$ cat config.mk
export PLATFORM = sky130hd
export DESIGN_NAME = dma_master
export DESIGN_NICKNAME = d
export VERILOG_FILES = /design/src/rtl/dma_master.sv
export SDC_FILE = /design/constraint.sdc
export NUM_CORES = 1
export LEC_CHECK = 0
export BUFFER_PORTS_ARGS = -buffer_cell sky130_fd_sc_hd__buf_4
export CORE_AREA = 8 8 278 199
export CTS_CLUSTER_SIZE = 40
export DETAILED_ROUTE_END_ITERATION = 7
export DIE_AREA = 0 0 286 207
export GPL_TIMING_DRIVEN = 0
export HOLD_SLACK_MARGIN = 0.12
export PLACE_DENSITY = 0.81
export SLEW_MARGIN = 30
export SYNTH_ARGS = -nofsm -noshare
export SYNTH_HDL_FRONTEND = slang
export SYNTH_SLANG_ARGS = --single-unit
$ cat constraint.sdc
create_clock -name clk -period 7.3 [get_ports clk]
set_input_delay 0.365 -clock clk [delete_from_list [all_inputs] [get_ports clk]]
set_output_delay 0.365 -clock clk [all_outputs]
set_load 0.02 [all_outputs]
$ cat src/rtl/dma_master.sv
// AXI4 initiator for the DMA engine: copies DMALEN words from DMASRC to DMADST
// as read-burst / write-burst pairs through a MAX_BEATS-deep word buffer.
module dma_master #(
    parameter logic [3:0] DMA_ID    = 4'd2,
    parameter int         MAX_BEATS = 16
) (
    input  logic        clk,
    input  logic        rst,
    input  logic        DMAEN,
    input  logic [31:0] DMASRC,
    input  logic [31:0] DMADST,
    input  logic [31:0] DMALEN,
    output logic        DMA_interrupt,
    output logic        DMA_err,
    output logic [3:0]  M_ARID,
    output logic [31:0] M_ARAddr,
    output logic [3:0]  M_ARLen,
    output logic [2:0]  M_ARSize,
    output logic [1:0]  M_ARBurst,
    output logic        M_ARValid,
    input  logic        M_ARReady,
    input  logic [3:0]  M_RID,
    input  logic [31:0] M_RData,
    input  logic [1:0]  M_RResp,
    input  logic        M_RLast,
    input  logic        M_RValid,
    output logic        M_RReady,
    output logic [3:0]  M_AWID,
    output logic [31:0] M_AWAddr,
    output logic [3:0]  M_AWLen,
    output logic [2:0]  M_AWSize,
    output logic [1:0]  M_AWBurst,
    output logic        M_AWValid,
    input  logic        M_AWReady,
    output logic [31:0] M_WData,
    output logic [3:0]  M_WStrb,
    output logic        M_WLast,
    output logic        M_WValid,
    input  logic        M_WReady,
    input  logic [3:0]  M_BID,
    input  logic [1:0]  M_BResp,
    input  logic        M_BValid,
    output logic        M_BReady
);
    localparam int CW = $clog2(MAX_BEATS);
    localparam int BW = CW + 1;

    typedef enum logic [2:0] {IDLE, RADDR, RDATA, WADDR, WDATA, WRESP, DONE} state_t;

    state_t          state_r;
    logic [31:0]     src_r;
    logic [31:0]     dst_r;
    logic [31:0]     rem_r;
    logic [BW-1:0]   beats_r;
    logic [CW-1:0]   rcnt_r;
    logic [CW-1:0]   wcnt_r;
    logic            ar_valid_r;
    logic            r_ready_r;
    logic            aw_valid_r;
    logic            w_valid_r;
    logic            b_ready_r;
    logic            irq_r;
    logic            err_r;
    logic [31:0]     data_buf_r [MAX_BEATS];

    logic [31:0]     src_first_s;
    logic [31:0]     dst_first_s;
    logic [31:0]     src_next_s;
    logic [31:0]     dst_next_s;
    logic [31:0]     rem_next_s;
    logic [BW-1:0]   first_beats_s;
    logic [BW-1:0]   next_beats_s;
    logic [BW-1:0]   last_idx_s;
    logic            r_fire_s;
    logic            err_next_s;
    logic            unused_ids_s;

    // Burst length: limited by remaining words, buffer depth and both 4KB pages.
    function automatic logic [BW-1:0] burst_beats(input logic [31:0] rem,
                                                  input logic [9:0]  src_word,
                                                  input logic [9:0]  dst_word);
        logic [31:0] n;
        logic [31:0] src_room;
        logic [31:0] dst_room;
        src_room = 32'd1024 - {22'd0, src_word};
        dst_room = 32'd1024 - {22'd0, dst_word};
        n = 32'(MAX_BEATS);
        if (rem < n) n = rem;
        if (src_room < n) n = src_room;
        if (dst_room < n) n = dst_room;
        return n[BW-1:0];
    endfunction

    assign src_first_s   = DMASRC & 32'hFFFF_FFFC;
    assign dst_first_s   = DMADST & 32'hFFFF_FFFC;
    assign src_next_s    = src_r + 32'({beats_r, 2'b00});
    assign dst_next_s    = dst_r + 32'({beats_r, 2'b00});
    assign rem_next_s    = rem_r - 32'(beats_r);
    assign first_beats_s = burst_beats(DMALEN, src_first_s[11:2], dst_first_s[11:2]);
    assign next_beats_s  = burst_beats(rem_next_s, src_next_s[11:2], dst_next_s[11:2]);
    assign last_idx_s    = beats_r - BW'(1);
    assign r_fire_s      = r_ready_r & M_RValid;
    assign err_next_s    = err_r | (M_BResp != 2'b00);
    assign unused_ids_s  = ^{M_RID, M_BID};

    assign M_ARID        = DMA_ID;
    assign M_ARAddr      = src_r;
    assign M_ARLen       = last_idx_s[3:0];
    assign M_ARSize      = 3'b010;
    assign M_ARBurst     = 2'b01;
    assign M_ARValid     = ar_valid_r;
    assign M_RReady      = r_ready_r;
    assign M_AWID        = DMA_ID;
    assign M_AWAddr      = dst_r;
    assign M_AWLen       = last_idx_s[3:0];
    assign M_AWSize      = 3'b010;
    assign M_AWBurst     = 2'b01;
    assign M_AWValid     = aw_valid_r;
    assign M_WData       = data_buf_r[wcnt_r];
    assign M_WStrb       = 4'hF;
    assign M_WLast       = ({1'b0, wcnt_r} == last_idx_s);
    assign M_WValid      = w_valid_r;
    assign M_BReady      = b_ready_r;
    assign DMA_interrupt = irq_r;
    assign DMA_err       = err_r;

    // Read beats land in the word buffer; contents need no reset.
    always_ff @(posedge clk) begin
        if (r_fire_s) data_buf_r[rcnt_r] <= M_RData;
    end

    // Copy sequencer with registered handshake outputs.
    always_ff @(posedge clk or negedge rst) begin
        if (!rst) begin
            state_r    <= IDLE;
            src_r      <= 32'd0;
            dst_r      <= 32'd0;
            rem_r      <= 32'd0;
            beats_r    <= '0;
            rcnt_r     <= '0;
            wcnt_r     <= '0;
            ar_valid_r <= 1'b0;
            r_ready_r  <= 1'b0;
            aw_valid_r <= 1'b0;
            w_valid_r  <= 1'b0;
            b_ready_r  <= 1'b0;
            irq_r      <= 1'b0;
            err_r      <= 1'b0;
        end else begin
            case (state_r)
                IDLE: if (DMAEN) begin
                    src_r <= src_first_s;
                    dst_r <= dst_first_s;
                    rem_r <= DMALEN;
                    if (DMALEN == 32'd0) begin
                        irq_r   <= 1'b1;
                        state_r <= DONE;
                    end else begin
                        err_r      <= 1'b0;
                        beats_r    <= first_beats_s;
                        ar_valid_r <= 1'b1;
                        state_r    <= RADDR;
                    end
                end
                RADDR: if (M_ARReady) begin
                    ar_valid_r <= 1'b0;
                    r_ready_r  <= 1'b1;
                    rcnt_r     <= '0;
                    state_r    <= RDATA;
                end
                RDATA: if (M_RValid) begin
                    rcnt_r <= rcnt_r + CW'(1);
                    if (M_RResp != 2'b00) err_r <= 1'b1;
                    if (M_RLast) begin
                        r_ready_r  <= 1'b0;
                        aw_valid_r <= 1'b1;
                        state_r    <= WADDR;
                    end
                end
                WADDR: if (M_AWReady) begin
                    aw_valid_r <= 1'b0;
                    w_valid_r  <= 1'b1;
                    wcnt_r     <= '0;
                    state_r    <= WDATA;
                end
                WDATA: if (M_WReady) begin
                    wcnt_r <= wcnt_r + CW'(1);
                    if (M_WLast) begin
                        w_valid_r <= 1'b0;
                        b_ready_r <= 1'b1;
                        state_r   <= WRESP;
                    end
                end
                WRESP: if (M_BValid) begin
                    b_ready_r <= 1'b0;
                    err_r     <= err_next_s;
                    src_r     <= src_next_s;
                    dst_r     <= dst_next_s;
                    rem_r     <= rem_next_s;
                    if (rem_next_s == 32'd0 || err_next_s) begin
                        irq_r   <= 1'b1;
                        state_r <= DONE;
                    end else begin
                        beats_r    <= next_beats_s;
                        ar_valid_r <= 1'b1;
                        state_r    <= RADDR;
                    end
                end
                DONE: if (!DMAEN) begin
                    irq_r   <= 1'b0;
                    state_r <= IDLE;
                end
                default: state_r <= IDLE;
            endcase
        end
    end
endmodule

* Yosys cells after proc, flatten, opt, wreduce, memory -nomap -nowiden
Memory sizes are Yosys's and may differ from the RTL's.
Index checks and enable logic that the tools add are counted.
** Operators by class
- $add $sub $neg :: 10
- Order comparisons :: 6
- Equality and inequality tests :: 21
- Multiplexer cells :: 74
- Bitwise operators :: 2
- Reduce and logical (&&, ||, !) cells :: 26
** Operator list (count)
- two-way mux 32 bit :: 10
- one-hot mux 32 bit (2 select lines) :: 3
- less-than comparator 32 bit :: 4
- adder 32 x 7 -> 32 bit :: 2
- zero test 32 bit :: 2
- less-than comparator 32 x 5 -> 1 bit (second input constant) :: 2
- subtractor 11 x 10 -> 12 bit (first input constant) :: 4
- two-way mux 3 bit :: 11
- subtractor 32 x 5 -> 32 bit :: 1
- two-way mux 5 bit :: 6
- two-way mux 1 bit :: 29
- != test 2 bit (second input constant) :: 14
- one-hot mux 3 bit (7 select lines) :: 1
- AND reduction 6 bit :: 3
- two-way mux 4 bit :: 4
- one-hot mux 4 bit (2 select lines) :: 2
- AND reduction 4 bit :: 4
- nonzero test 2 bit :: 7
- one-hot mux 5 bit (2 select lines) :: 1
- == test 3 bit (second input constant) :: 3
- one-hot mux 1 bit (3 select lines) :: 3
- AND reduction 3 bit :: 3
- AND reduction 9 bit :: 1
- nonzero test 3 bit :: 3
- 11 further kinds :: 16
** Storage, ports and cells
- Flip-flop bits (word level) :: 119
- Bits in writable memories :: 512
- Input port bits :: 149
- Output and inout bits :: 134
- Word-level logic and storage cells :: 154
- Memories kept :: 1
** Memories
- data_buf_r :: words 16, width 32, read ports 1, clocked after Yosys merged registers in 0, write ports 1, RTL line 64 : logic [31:0] data_buf_r [MAX_BEATS];

* Logic depth before layout (Yosys ltp)
- Word-level depth :: 10
- Depth in mapped cells :: 29
- Mapped depth without buffers :: 29

* Least setup slack after synthesis
No wires, ideal clock.
- Path type :: register to register
- Start point :: register beats_r[0]
- End point :: register beats_r[4]
- Setup time :: 0.094 ns
- Arrival time :: 6.626 ns
- Data required time :: 7.206 ns
- Path slack :: 0.580 ns
- Stages on the path, launching flop included :: 25
- Buffers on the path :: 0
- Period minus slack after synthesis :: 6.720 ns
- Cell sequence :: dfrtp_1 > ha_1 > fa_1 > nand2b_1 > o221ai_2 > xnor2_1 > or4_1 > or4_1 > nor4_4 > nand2_1 > ha_1 > a21o_1 > a21o_1 > a221oi_1 > o21ai_0 > nor2_1 > nand3_1 > o21ai_0 > nor2_1 > ha_1 > a2111oi_0 > nand3_1 > o41ai_4 > mux2_4 > a221oi_2
** On the way
- Longest elaborated chain between the ends :: 10
- Elaborated cells between the ends (all ways) :: 18
- Classes of those cells :: add/sub (5); order compare (3); eq/ne (1); mux (6); reduce/logical (3)
** Ends and longest elaborated chain
- start: declaration :: RTL line 54 : logic [BW-1:0] beats_r;
- start signal: assignment :: RTL line 160 : beats_r <= first_beats_s;
- start signal: assignment :: RTL line 204 : beats_r <= next_beats_s;
- subtractor 32 x 5 -> 32 bit :: RTL line 98 : assign rem_next_s = rem_r - 32'(beats_r);
- less-than comparator 32 x 5 -> 1 bit :: RTL line 88 : if (rem < n) n = rem;
- two-way mux 32 bit :: RTL line 88
- less-than comparator 32 bit :: RTL line 89 : if (src_room < n) n = src_room;
- two-way mux 32 bit :: RTL line 89
- less-than comparator 32 bit :: RTL line 90 : if (dst_room < n) n = dst_room;
- two-way mux 5 bit :: RTL line 90
- two-way mux 5 bit :: RTL line 200 : if (rem_next_s == 32'd0 || err_next_s) begin
- two-way mux 5 bit :: RTL line 194 : WRESP: if (M_BValid) begin
- one-hot mux 5 bit (2 select lines) :: RTL line 150 : case (state_r)
Several ways; a longest one is shown, not always the timed one. The select of a mux whose other input is x is not followed.
A chain may end at the register's enable or synchronous reset.

* Final worst setup path
- Start point :: register beats_r[3]
- End point :: register beats_r[4]
The elaborated chain is that of the path after synthesis.

==> metrics.yaml <==
syn2layout_area_growth_pct: 23.4
insertion_delay_ns: 0.63
critPathKind: "flip-flop to flip-flop"
fin_ws_ns: 0.270
yosys_warnings: 0
final_antenna_net_count: 0
place_hpwl_um: 69500
clk_pin_slew_ns: 0.07
pre_cts_slack_ns: -0.759
grt_pass1_wl_um: 149000
ys.flop_type: "edfxtp_1"
drv_cap: 0
ios: 283
dieArea_sq_mm: 0.0592
die_w_um: 286
initial_core_util_pct: 57.9
syn-cell-area_sq_mm: 0.0297
synth_common_cells: "edfxtp_1 (512), nand2_1 (195), a21oi_1 (193)"
clock_skew_ns: 0.0265
drive_above_1_share_pct: 20.1
yosysMostFrequentCell: "edfxtp_1"
maxSlewHeadroom_pct: 30.8
dp.cells: 3318
p_leak_nw: 13.5
root_buffer: "clkbuf_16"
clockBufferDepth: 3
fillers: 3409
power_density_mw_per_mm2: 430
utilization_pct: 71.4
gp_congestion: 0.999
synth_cells: 2315
cp_top_family: "compound AO/OA/AOI/OAI gates"
initialDrtViolationCount: 3310
port_buffers: 243
yosysTopAreaCell: "edfxtp_1"
start_kind: "flip-flop"
irDropWorstVdd_v: 0.000389
synth.ff_latch_count: 627
cpMostUsedCell: "ha_1"
finalCritPeriodShare_pct: 96.3
synth_top_area_share_pct: 51.8
met2_usage_pct: 49.2
critPathBufInv: 2
cp_max_fo: 5
yosysSeqAreaShare_pct: 61.5
hold_violations: 0
synth_edf_count: 512
synth_area_leaders: "edfxtp_1 (52%), dfrtp_1 (9.7%), mux4_2 (4.9%)"
cts_max_level: 2
setup_viol: 0
drc: 0
max_freq_mhz: 142
cts_tree: "yes"
wire_per_inst_um: 28.5
top_usage_layer: "met2"
grt.met3_usage_pct: 9.16
seq_area_sq_mm: 0.0183
die_y_um: 207
cts_buffers: 57
final_nets: 3042
crit_path_max_incr_delay_ns: 0.57
core-area_sq_mm: 0.0513
via_count: 23500
async_flop_share_pct: 18.3
final_max_slew_viol_count: 0
fin_crit_ns: 7.03
synth_cell_type_count: 76
routed_wl_um: 101000
via_per_inst: 6.61
crit_slowest_cell: "or4_1"
layout.cells.non_filler: 3559
avgSynthCellArea_sq_um: 12.8
tightest_slew_ns: 1.04
grt.total_usage_pct: 33.2
overflow: 0
required_ns: 7.82
cts.sinks: 627
use_met1_pct: 45.7
worstPathArrival_ns: 7.55
grt_max_degree: 80
setup_tns_ns: 0
hold_class: "input port to flip-flop"
grt_antenna_before_repair: 2
first_pass_iters: 6
worst_setup_path_end_kind: "flip-flop"
grt_pass1_vias: 23400
num_rows: 70
multi_input_area_sq_mm: 0.0109
status: "complete, no violations"
## sequential cells by signal, summed over array words and instances, names as in the netlist, 3 cells and up
| signal | flops |
|---|---|
| data_buf_r | 512 |
| rem_r | 32 |
| M_ARAddr | 30 |
| M_AWAddr | 30 |
| beats_r | 5 |
| rcnt_r | 4 |
| wcnt_r | 4 |
| state_r | 3 |
## worst paths after layout
check	startpoint	to	slack, ns	depth (start not counted)
setup reg to reg	beats_r[3]$_DFFE_PN0P_	beats_r[4]$_DFFE_PN0P_	0.27	25
hold reg to reg	rem_r[2]$_DFFE_PN0P_	rem_r[2]$_DFFE_PN0P_	0.51	2
max in group asynchronous	rst	M_ARAddr[24]$_DFFE_PN0P_	6.34	3
min in group asynchronous	rst	M_ARAddr[9]$_DFFE_PN0P_	0.22	2
setup / recovery	beats_r[3]$_DFFE_PN0P_	beats_r[4]$_DFFE_PN0P_	0.27	25
hold / removal	DMASRC[29]	M_ARAddr[29]$_DFFE_PN0P_	0.15	4
## cell families after synthesis
logic type | count (synthesis) | synth area share, %
flops | 627 | 61.5
other cells | 2 | 0.0253
mux | 202 | 9.65
simple gates | 585 | 9.37
buf+inv | 194 | 2.86
xor+xnor | 63 | 1.86
compound gates | 574 | 11.8
fa+ha+maj | 68 | 2.94
## worst min-delay path, delay by kind of cell
family          cells  cell delay (ns)
buf+inv             1             0.11
compound gates      2             0.17
simple gates        1             0.11
## cell type report
| class | count | share of cell area, % |
|---|---|---|
| buffer | 150 | 1.91 |
| sequential | 627 | 49.8 |
| antenna | 2 | 0.0137 |
| timing repair buffer | 415 | 10.2 |
| multi-input combinational | 1530 | 29.7 |
| inverter | 44 | 0.451 |
| clock inverter | 44 | 1.60 |
| clock buffer | 63 | 3.95 |
| tap | 684 | 2.34 |
## power breakdown
group / leakage [nW] / internal, mW / switching (mW)
clock: 0.976 / 1.88 / 1.41
sequential: 5.94 / 4.28 / 0.496
combinational: 6.54 / 2.92 / 4.77
total: 13.5 / 9.07 / 6.67
## metal layers
layer	part of all wire, %	wire, um
met1	38	38100
met5	0	0
met4	4.5	4600
met3	14	13800
met2	44	44900
## stage by stage
| step | area [sq um] | power [mW] | hold WS [ns] |
|---|---|---|---|
| floorplan | 29800 | 9.34 | 0.0694 |
| global placement | 32500 | 11.7 | 0.466 |
| detailed placement | 33200 | 12.0 | 0.272 |
| CTS | 36500 | 15.3 | 0.121 |
| global route | 36600 | 16.4 | 0.146 |
| finish | 36600 | 15.7 | 0.149 |
## cell usage in the layout (no fill, tap or decap), types with 57 or more instances in the layout
cell type,n
dlygate4sd3_1,119
buf_4,305
clkbuf_16,57
a21oi_1,190
nor2_1,153
dfrtp_1,113
mux2i_1,107
clkbuf_1,101
edfxtp_1,512
ha_1,65
o21ai_0,159
mux4_2,64
nand2_1,195
## what timing repair did
item | 4_1_cts | 5_1_grt
endpoints found under the setup margin | 5 | 5
buffers inserted | 6 | 7
hold buffers | 119 | 0
gates resized for setup | 3 | 12
endpoints found under the hold margin | 717 | 0
pin swaps | 3 | 4
No activity file was read; power rests on OpenSTA's default activity.
